$ cat src/rtl/tof_seq_pkg.sv
// Shared types and widths for the ToF multi-phase depth sequencer.
package tof_seq_pkg;
    localparam int PHASE_W  = 3;
    localparam int ITIME_W  = 32;
    localparam int SETTLE_W = 16;
    localparam int WDOG_W   = 32;

    typedef enum logic [2:0] {
        ST_IDLE   = 3'd0,
        ST_SETTLE = 3'd1,
        ST_START  = 3'd2,
        ST_WAIT   = 3'd3,
        ST_DONE   = 3'd4,
        ST_ABORT  = 3'd5
    } seq_state_e;
endpackage

$ cat src/rtl/seq_down_counter.sv
// Loadable down-counter that saturates at zero and flags when it is empty.
module seq_down_counter #(
    parameter int W = 16
) (
    input  logic         clk,
    input  logic         reset_n,
    input  logic         i_load,
    input  logic [W-1:0] i_load_val,
    input  logic         i_dec,
    output logic         o_zero
);
    logic [W-1:0] r_count;

    always_ff @(posedge clk or negedge reset_n) begin
        if (!reset_n) begin
            r_count <= '0;
        end else if (i_load) begin
            r_count <= i_load_val;
        end else if (i_dec && (r_count != '0)) begin
            r_count <= r_count - W'(1);
        end
    end

    assign o_zero = (r_count == '0);
endmodule

$ cat src/rtl/tof_phase_sequencer.sv
// Steps the PMD frame timing through NUM_PHASES modulation phases per depth sequence.
// Optional frame watchdog enabled by defining TOF_SEQ_TIMEOUT_EN.
module tof_phase_sequencer
    import tof_seq_pkg::*;
#(
    parameter int NUM_PHASES     = 4,
    parameter int TIMEOUT_CYCLES = 50_000_000
) (
    input  logic               clk,
    input  logic               reset_n,
    input  logic               seq_start,
    input  logic               seq_abort,
    output logic               seq_rdy,
    output logic               seq_done,
    output logic               seq_error,
    input  logic [ITIME_W-1:0] integration_time_in,
    input  logic [SETTLE_W-1:0] phase_settle,
    output logic [ITIME_W-1:0] integration_time,
    output logic [PHASE_W-1:0] phase,
    output logic [PHASE_W-1:0] buf_sel,
    output logic               frame_start,
    input  logic               frame_rdy,
    input  logic               frame_done
);
    localparam logic [PHASE_W-1:0] LAST_PHASE = PHASE_W'(NUM_PHASES - 1);

    seq_state_e          r_state;
    seq_state_e          w_state_next;
    logic [PHASE_W-1:0]  r_phase;
    logic [ITIME_W-1:0]  r_itime;
    logic [SETTLE_W-1:0] r_settle_val;
    logic                w_accept;
    logic                w_advance;
    logic                w_dec;
    logic                w_cnt_zero;
    logic                w_wdog_expired;

    // Reload uses the settle value captured at start so later input changes cannot leak in.
    seq_down_counter #(.W(SETTLE_W)) u_settle_cnt (
        .clk        (clk),
        .reset_n    (reset_n),
        .i_load     (w_accept | w_advance),
        .i_load_val (w_accept ? phase_settle : r_settle_val),
        .i_dec      (w_dec),
        .o_zero     (w_cnt_zero)
    );

    always_ff @(posedge clk or negedge reset_n) begin
        if (!reset_n) begin
            r_state <= ST_IDLE;
        end else begin
            r_state <= w_state_next;
        end
    end

    always_comb begin
        w_state_next = r_state;
        w_accept     = 1'b0;
        w_advance    = 1'b0;
        w_dec        = 1'b0;
        case (r_state)
            ST_IDLE: begin
                if (seq_start) begin
                    w_accept     = 1'b1;
                    w_state_next = ST_SETTLE;
                end
            end
            ST_SETTLE: begin
                if (!w_cnt_zero) begin
                    w_dec = 1'b1;
                end else if (frame_rdy) begin
                    w_state_next = ST_START;
                end
            end
            ST_START: w_state_next = ST_WAIT;
            ST_WAIT: begin
                if (frame_done) begin
                    if (r_phase == LAST_PHASE) begin
                        w_state_next = ST_DONE;
                    end else begin
                        w_advance    = 1'b1;
                        w_state_next = ST_SETTLE;
                    end
                end else if (w_wdog_expired) begin
                    w_state_next = ST_ABORT;
                end
            end
            ST_DONE:  w_state_next = ST_IDLE;
            ST_ABORT: w_state_next = ST_IDLE;
            default:  w_state_next = ST_IDLE;
        endcase
        // Abort wins over everything, including a frame_done in the same cycle.
        if (seq_abort && (r_state != ST_IDLE)) begin
            w_state_next = ST_IDLE;
            w_advance    = 1'b0;
            w_dec        = 1'b0;
        end
    end

    always_ff @(posedge clk or negedge reset_n) begin
        if (!reset_n) begin
            r_phase      <= '0;
            r_itime      <= '0;
            r_settle_val <= '0;
        end else if (w_accept) begin
            r_phase      <= '0;
            r_itime      <= integration_time_in;
            r_settle_val <= phase_settle;
        end else if (w_advance) begin
            r_phase      <= r_phase + PHASE_W'(1);
        end
    end

`ifdef TOF_SEQ_TIMEOUT_EN
    logic [WDOG_W-1:0] r_wdog;
    logic              r_seq_error;

    assign w_wdog_expired = (r_wdog == WDOG_W'(TIMEOUT_CYCLES - 1));

    always_ff @(posedge clk or negedge reset_n) begin
        if (!reset_n) begin
            r_wdog      <= '0;
            r_seq_error <= 1'b0;
        end else begin
            if ((w_state_next == ST_WAIT) && (r_state != ST_WAIT)) begin
                r_wdog <= '0;
            end else if (r_state == ST_WAIT) begin
                r_wdog <= r_wdog + WDOG_W'(1);
            end
            if (w_accept) begin
                r_seq_error <= 1'b0;
            end else if (w_state_next == ST_ABORT) begin
                r_seq_error <= 1'b1;
            end
        end
    end

    assign seq_error = r_seq_error;
`else
    assign w_wdog_expired = 1'b0;
    assign seq_error      = 1'b0;
`endif

    assign seq_rdy          = (r_state == ST_IDLE);
    assign seq_done         = (r_state == ST_DONE);
    assign frame_start      = (r_state == ST_START);
    assign phase            = r_phase;
    assign buf_sel          = r_phase;
    assign integration_time = r_itime;
endmodule

$ cat config.mk
export PLATFORM = sky130hd
export DESIGN_NAME = tof_phase_sequencer
export DESIGN_NICKNAME = d
export VERILOG_FILES = /design/src/rtl/tof_seq_pkg.sv /design/src/rtl/seq_down_counter.sv /design/src/rtl/tof_phase_sequencer.sv
export SDC_FILE = /design/constraint.sdc
export NUM_CORES = 1
export LEC_CHECK = 0
export CELL_PAD_IN_SITES_DETAIL_PLACEMENT = 2
export CELL_PAD_IN_SITES_GLOBAL_PLACEMENT = 2
export CORE_MARGIN = 2
export CORE_UTILIZATION = 34
export DETAILED_ROUTE_END_ITERATION = 8
export PLACE_DENSITY = 0.92
export SYNTH_ARGS = -nofsm -noshare
export SYNTH_HDL_FRONTEND = slang
export SYNTH_HIERARCHICAL = 1
export SYNTH_SLANG_ARGS = --single-unit
$ cat constraint.sdc
create_clock -name clk -period 6.54 [get_ports clk]
set_input_delay 0.654 -clock clk [delete_from_list [all_inputs] [get_ports clk]]
set_output_delay 0.654 -clock clk [all_outputs]
set_load 0.05 [all_outputs]
Yosys cells after proc, flatten, opt, wreduce, memory -nomap -nowiden --
Cells that the tools add are included. W data, S select, Z words.
Word-level totals: register bits 70, bits in latches 0, RAM bits 0, ROM bits 0, bits of input ports 54, output and inout port bits 42, logic and storage cells 47, memories kept 0
Cells by class: add/sub/neg operators 2, multipliers 0, div/mod/pow operators 0, order comparisons 0, equality and inequality tests 9, shift operators 0, multiplexer cells 21, bitwise operators 1, reduce and logical (&&, ||, !) cells 9
Operators by type and width (number):
- $mux W16 | 3
- $mux W3 | 8
- $logic_not A16 Y1 | 1
- $reduce_bool A16 Y1 | 1
- $sub A16 B1 Y16 const B | 1
- $pmux W3 S4 | 1
- $eq A3 B2 Y1 const B | 3
- $mux W1 | 9
- $ne A3 B3 Y1 const B | 3
- $reduce_and A4 Y1 | 1
- $reduce_bool A2 Y1 | 2
- $add A3 B1 Y3 const B | 1
- $eq A3 B1 Y1 const B | 1
- $eq A3 B3 Y1 const B | 1
- $logic_not A3 Y1 | 1
- $ne A3 B2 Y1 const B | 1
- $reduce_bool A3 Y1 | 1
- $logic_and A1 B1 Y1 | 2
- $or A1 B1 Y1 | 1

Longest topological paths before layout --
word-level depth 7, mapped depth 10

Hierarchy --
Netlist, hierarchy kept.
Modules (own cells, without submodules):
- tof_phase_sequencer | times used 1, cells each 144, area an instance 2406.1 um^2, sequential area each 1351.3 um^2
- seq_down_counter | times used 1, cells each 124, area an instance 1063.5 um^2, sequential area each 400.4 um^2

Worst setup path after synthesis --
OpenSTA, ideal clock, no wires.
path type input port to flip-flop, from in seq_abort, to reg u_settle_cnt.r_count[11], setup time 82 ps, arrival time 2688 ps, required time 6458 ps, path slack 3770 ps, stages on the path 6, cells stage by stage or3b_2 -> nor3_1 -> nor4b_1 -> nand2_1 -> or4_1 -> a31oi_1
On the way: cells in the longest elaborated chain, start to end 4, elaborated cells on any way between the ends 7
Ends and longest elaborated chain:
- from (decl) | RTL line tof_phase_sequencer.sv:12 | input logic seq_abort,
- $logic_and A1 B1 Y1 | RTL line tof_phase_sequencer.sv:93 | if (seq_abort && (r_state != ST_IDLE)) begin
- $mux W1 | RTL line tof_phase_sequencer.sv:93
- via w_dec | RTL line tof_phase_sequencer.sv:34 | logic w_dec;
- $logic_and A1 B1 Y1 | RTL line seq_down_counter.sv:19 | end else if (i_dec && (r_count != '0)) begin
- $reduce_bool A2 Y1 (no source line)
- to (signal assigned) | RTL line seq_down_counter.sv:18 | r_count <= i_load_val;
- to (signal assigned) | RTL line seq_down_counter.sv:20 | r_count <= r_count - W'(1);
- to (decl) | RTL line seq_down_counter.sv:12 | logic [W-1:0] r_count;
The timed path passes the listed nets, and every way through them passes these cells. A chain may end at the register's enable or synchronous reset.

Worst setup path in the final report --
from reg u_settle_cnt.r_count[1], to reg u_settle_cnt.r_count[11]
On the way: cells in the longest elaborated chain, start to end 6, elaborated cells on any way between the ends 10
Ends and longest elaborated chain:
- $logic_not A16 Y1 | RTL line seq_down_counter.sv:24 | assign o_zero = (r_count == '0);
- via w_cnt_zero | RTL line tof_phase_sequencer.sv:35 | logic w_cnt_zero;
- $mux W1 | RTL line tof_phase_sequencer.sv:69 | if (!w_cnt_zero) begin
- $mux W1 | RTL line tof_phase_sequencer.sv:61 | case (r_state)
- $mux W1 | RTL line tof_phase_sequencer.sv:93
- via w_dec | RTL line tof_phase_sequencer.sv:34
- $logic_and A1 B1 Y1 | RTL line seq_down_counter.sv:19
- $reduce_bool A2 Y1 (no source line)
The timed path passes the listed nets, and every way through them passes these cells. The select of a mux whose other input is x is not followed.

==> results.cfg <==
[run_status]
status = completed

[clock_network]
cts_tree = yes
cts_sinks = 70
clock_tree.buffer_depth = 2
cts_setup_buffers = 0
cts_made_buffers = 9
path_clk_slew_ns = 0.08
hold_buffers = 0
cts_root_buf = clkbuf_8
htreeDepth = 3
post_cts_resized = 0
clock_latency_ns = 0.35

[setup_path]
reg2reg_setup_slack_ns = 3.18
crit_fanout = 7
cp.arrival_ns = 3.62
required_ns = 6.80
worstSetupPathType = reg2reg
reg2reg_depth = 10
r2r-end = u_settle_cnt/r_count[11]
critPathLaunchType = register
setup.worst_path.end = u_settle_cnt/r_count[11]
r2r_start = u_settle_cnt/r_count[1]
end_kind = register
setup.worst_path.start = u_settle_cnt/r_count[1]

[synthesis]
netlist.area_leader.share_pct = 50.5
ys_warn_count = 6
yosysUniqueCellTypes = 45
synth_fp_nets = 325
async_reset_ff_share_pct = 100
synth.most_common_cell = dfrtp_1
synth_edf_count = 0
ys_top_cells_by_area = dfrtp_1 50%, mux2_4 20%, buf_12 2.3%
synthTopCellsByCount = 70 x dfrtp_1, 46 x mux2_4, 17 x nand2_1
synthCells = 268
syn-cell-area_um2 = 3470
ys_seq_elements = 70
seq_area_frac_synth_pct = 50.5
synthFlopType = dfrtp_1
syn_avg_cell_area_um2 = 12.9
yosysTopAreaCell = dfrtp_1

[sta]
finalCritPeriodShare_pct = 51.4
fin_worst_skew_ns = 0.0160
fin_setup_tns_ns = 0
slew_headroom_pct = 35.9
rsz0062_at_grt = no
setup_viol = 0
min_period_ns = 3.36
slew_viol_final = 0
worstMarginPinSlew_ns = 0.962
hold_violations = 0
fmax_mhz = 297

[power]
sequentialPowerShare_pct = 40.4
cell_internal_pwr_uw = 972
power_switching_uw = 605
pwr_density_cell_nw_per_um2 = 341
clkPwrFrac_pct = 22.6
p_leak_uw = 0.00198
swShare_pct = 38.4
ir_worst_vdd_mv = 0.140
p_comb_share_pct = 37.0

[die]
dieArea_um2 = 11000
die_h_um = 105
rows = 36
start_util_pct = 35.3
die_x_um = 105
coreArea_um2 = 9820
pin_count = 96

[finish]
area_growth_pct = 33.4
fin_nets = 416
final_area_um2 = 4630
n_antenna_cell = 0
drive_gt1_share_pct = 20.9

[routing]
wl_per_cell_um = 20.2
vias = 2564
via_per_inst = 5.16
dr.pass1.iters = 4
wirelength_um = 10000
drc = 0
drt_iter0_markers = 184
drtAntennaViolNets = 0

[job]
maxCapViolations = 0

[hold_path]
hold_path_class = reg2reg

[grt]
track_usage_pct = 19.1
grt_pass1_vias = 2860
grt-ovfl-total = 0
grt_start_max_net_pins = 71
antenna_found_initial = 0
grt_pass1_wl_um = 16500

[placed_design]
io_buffers = 94
gp_congestion = 0.839
hpwlAfterDp_um = 6970
dpl-instance-area_um2 = 4430
-- cell type report --
| class | instances | area, um^2 |
|---|---|---|
| Tap cell | 133 | 166 |
| Timing Repair Buffer | 96 | 951 |
| Multi-Input combinational cell | 174 | 1530 |
| Fill cell | 1033 | 5190 |
| Inverter | 8 | 30.0 |
| Clock inverter | 7 | 72.6 |
| Sequential cell | 70 | 1750 |
| Clock buffer | 9 | 124 |
-- sequential cells by signal, summed over array words and instances (netlist names) --
register,cells
integration_time,32
r_state,3
u_settle_cnt/r_count,16
buf_sel,3
r_settle_val,16
-- power groups by stage --
stage | registers [uW] | clock network (uW) | logic [uW]
after floorplan | 765 | 0 | 250
after global placement | 624 | 0 | 564
after detailed placement | 638 | 0 | 584
after CTS | 635 | 368 | 590
after global routing | 653 | 385 | 620
final | 637 | 357 | 583
-- per-stage QoR --
step / util [%] / setup WS (ns) / total power, uW / std cells / hold slack [ns]
after floorplan: - / 3.77 / 1020 / 268 / 0.358
after global placement: 45.1 / 3.09 / 1190 / 481 / 0.476
after detailed placement: 45.1 / 2.91 / 1220 / 481 / 0.480
after CTS: 47.1 / 3.17 / 1590 / 497 / 0.501
after global routing: 47.1 / 2.94 / 1660 / 497 / 0.515
final: 47.1 / 3.18 / 1580 / 497 / 0.496
-- how the worst min path moves through the flow --
| stage | from | to | slack [ns] | depth (start not counted) |
|---|---|---|---|---|
| after global routing | r_settle_val[11] | r_settle_val[11] | 0.51 | 1 |
| after global placement | r_settle_val[0] | r_settle_val[0] | 0.48 | 1 |
| after CTS | r_settle_val[3] | r_settle_val[3] | 0.50 | 1 |
| final | r_settle_val[3] | r_settle_val[3] | 0.50 | 1 |
| after floorplan | reset_n | buf_sel[0] | 0.36 | 0 |
| after detailed placement | r_settle_val[0] | r_settle_val[0] | 0.48 | 1 |
-- critical path, cell delays in order, from the launching register on --
cell and delay, ns:
dfrtp_1 0.41, inv_1 0.08, ha_1 0.23, nor4b_1 0.20
nand4_1 0.28, inv_1 0.16, nor3_1 0.58, nor4b_1 0.39
nand2_1 0.25, or4_1 0.52, a31oi_1 0.17
-- cell usage in the layout, fill, tap and decap left out, drive strengths merged --
cell / count
a2111oi: 1
a211o: 1
a21oi: 7
a22oi: 1
a2bb2oi: 1
a31oi: 8
and2: 3
and3: 1
and4bb: 1
buf: 3
bufinv: 1
clkbuf: 9
clkdlybuf4s50: 93
clkinv: 2
clkinvlp: 2
conb: 1
dfrtp: 70
ha: 3
inv: 10
mux2: 49
mux2i: 5
nand2: 17
nand3: 3
nand4: 3
nand4b: 3
nor2: 15
nor2b: 3
nor3: 9
nor3b: 1
nor4: 6
nor4b: 2
o21ai: 10
o31a: 1
o31ai: 3
o41ai: 3
or3: 3
or3b: 1
or4: 5
or4b: 3
xnor2: 1
-- metal layers --
metal	GRT usage [%]	vias up	wire length (um)
met4	5.52	0	125
met5	0	-	0
met1	24.4	1340	4320
met2	33.3	63	5260
met3	3.12	10	312
li1	-	1151	-
-- cell families after synthesis --
logic type / count (synthesis) / share of synthesized area [%]
fa+ha+maj: 3 / 1.08
buf+inv: 24 / 5.55
other cells: 1 / 0.108
mux: 54 / 22.3
compound gates: 36 / 7.07
simple gates: 79 / 13.1
flops: 70 / 50.5
xor+xnor: 1 / 0.252
Power figures use the tool's default switching activity.
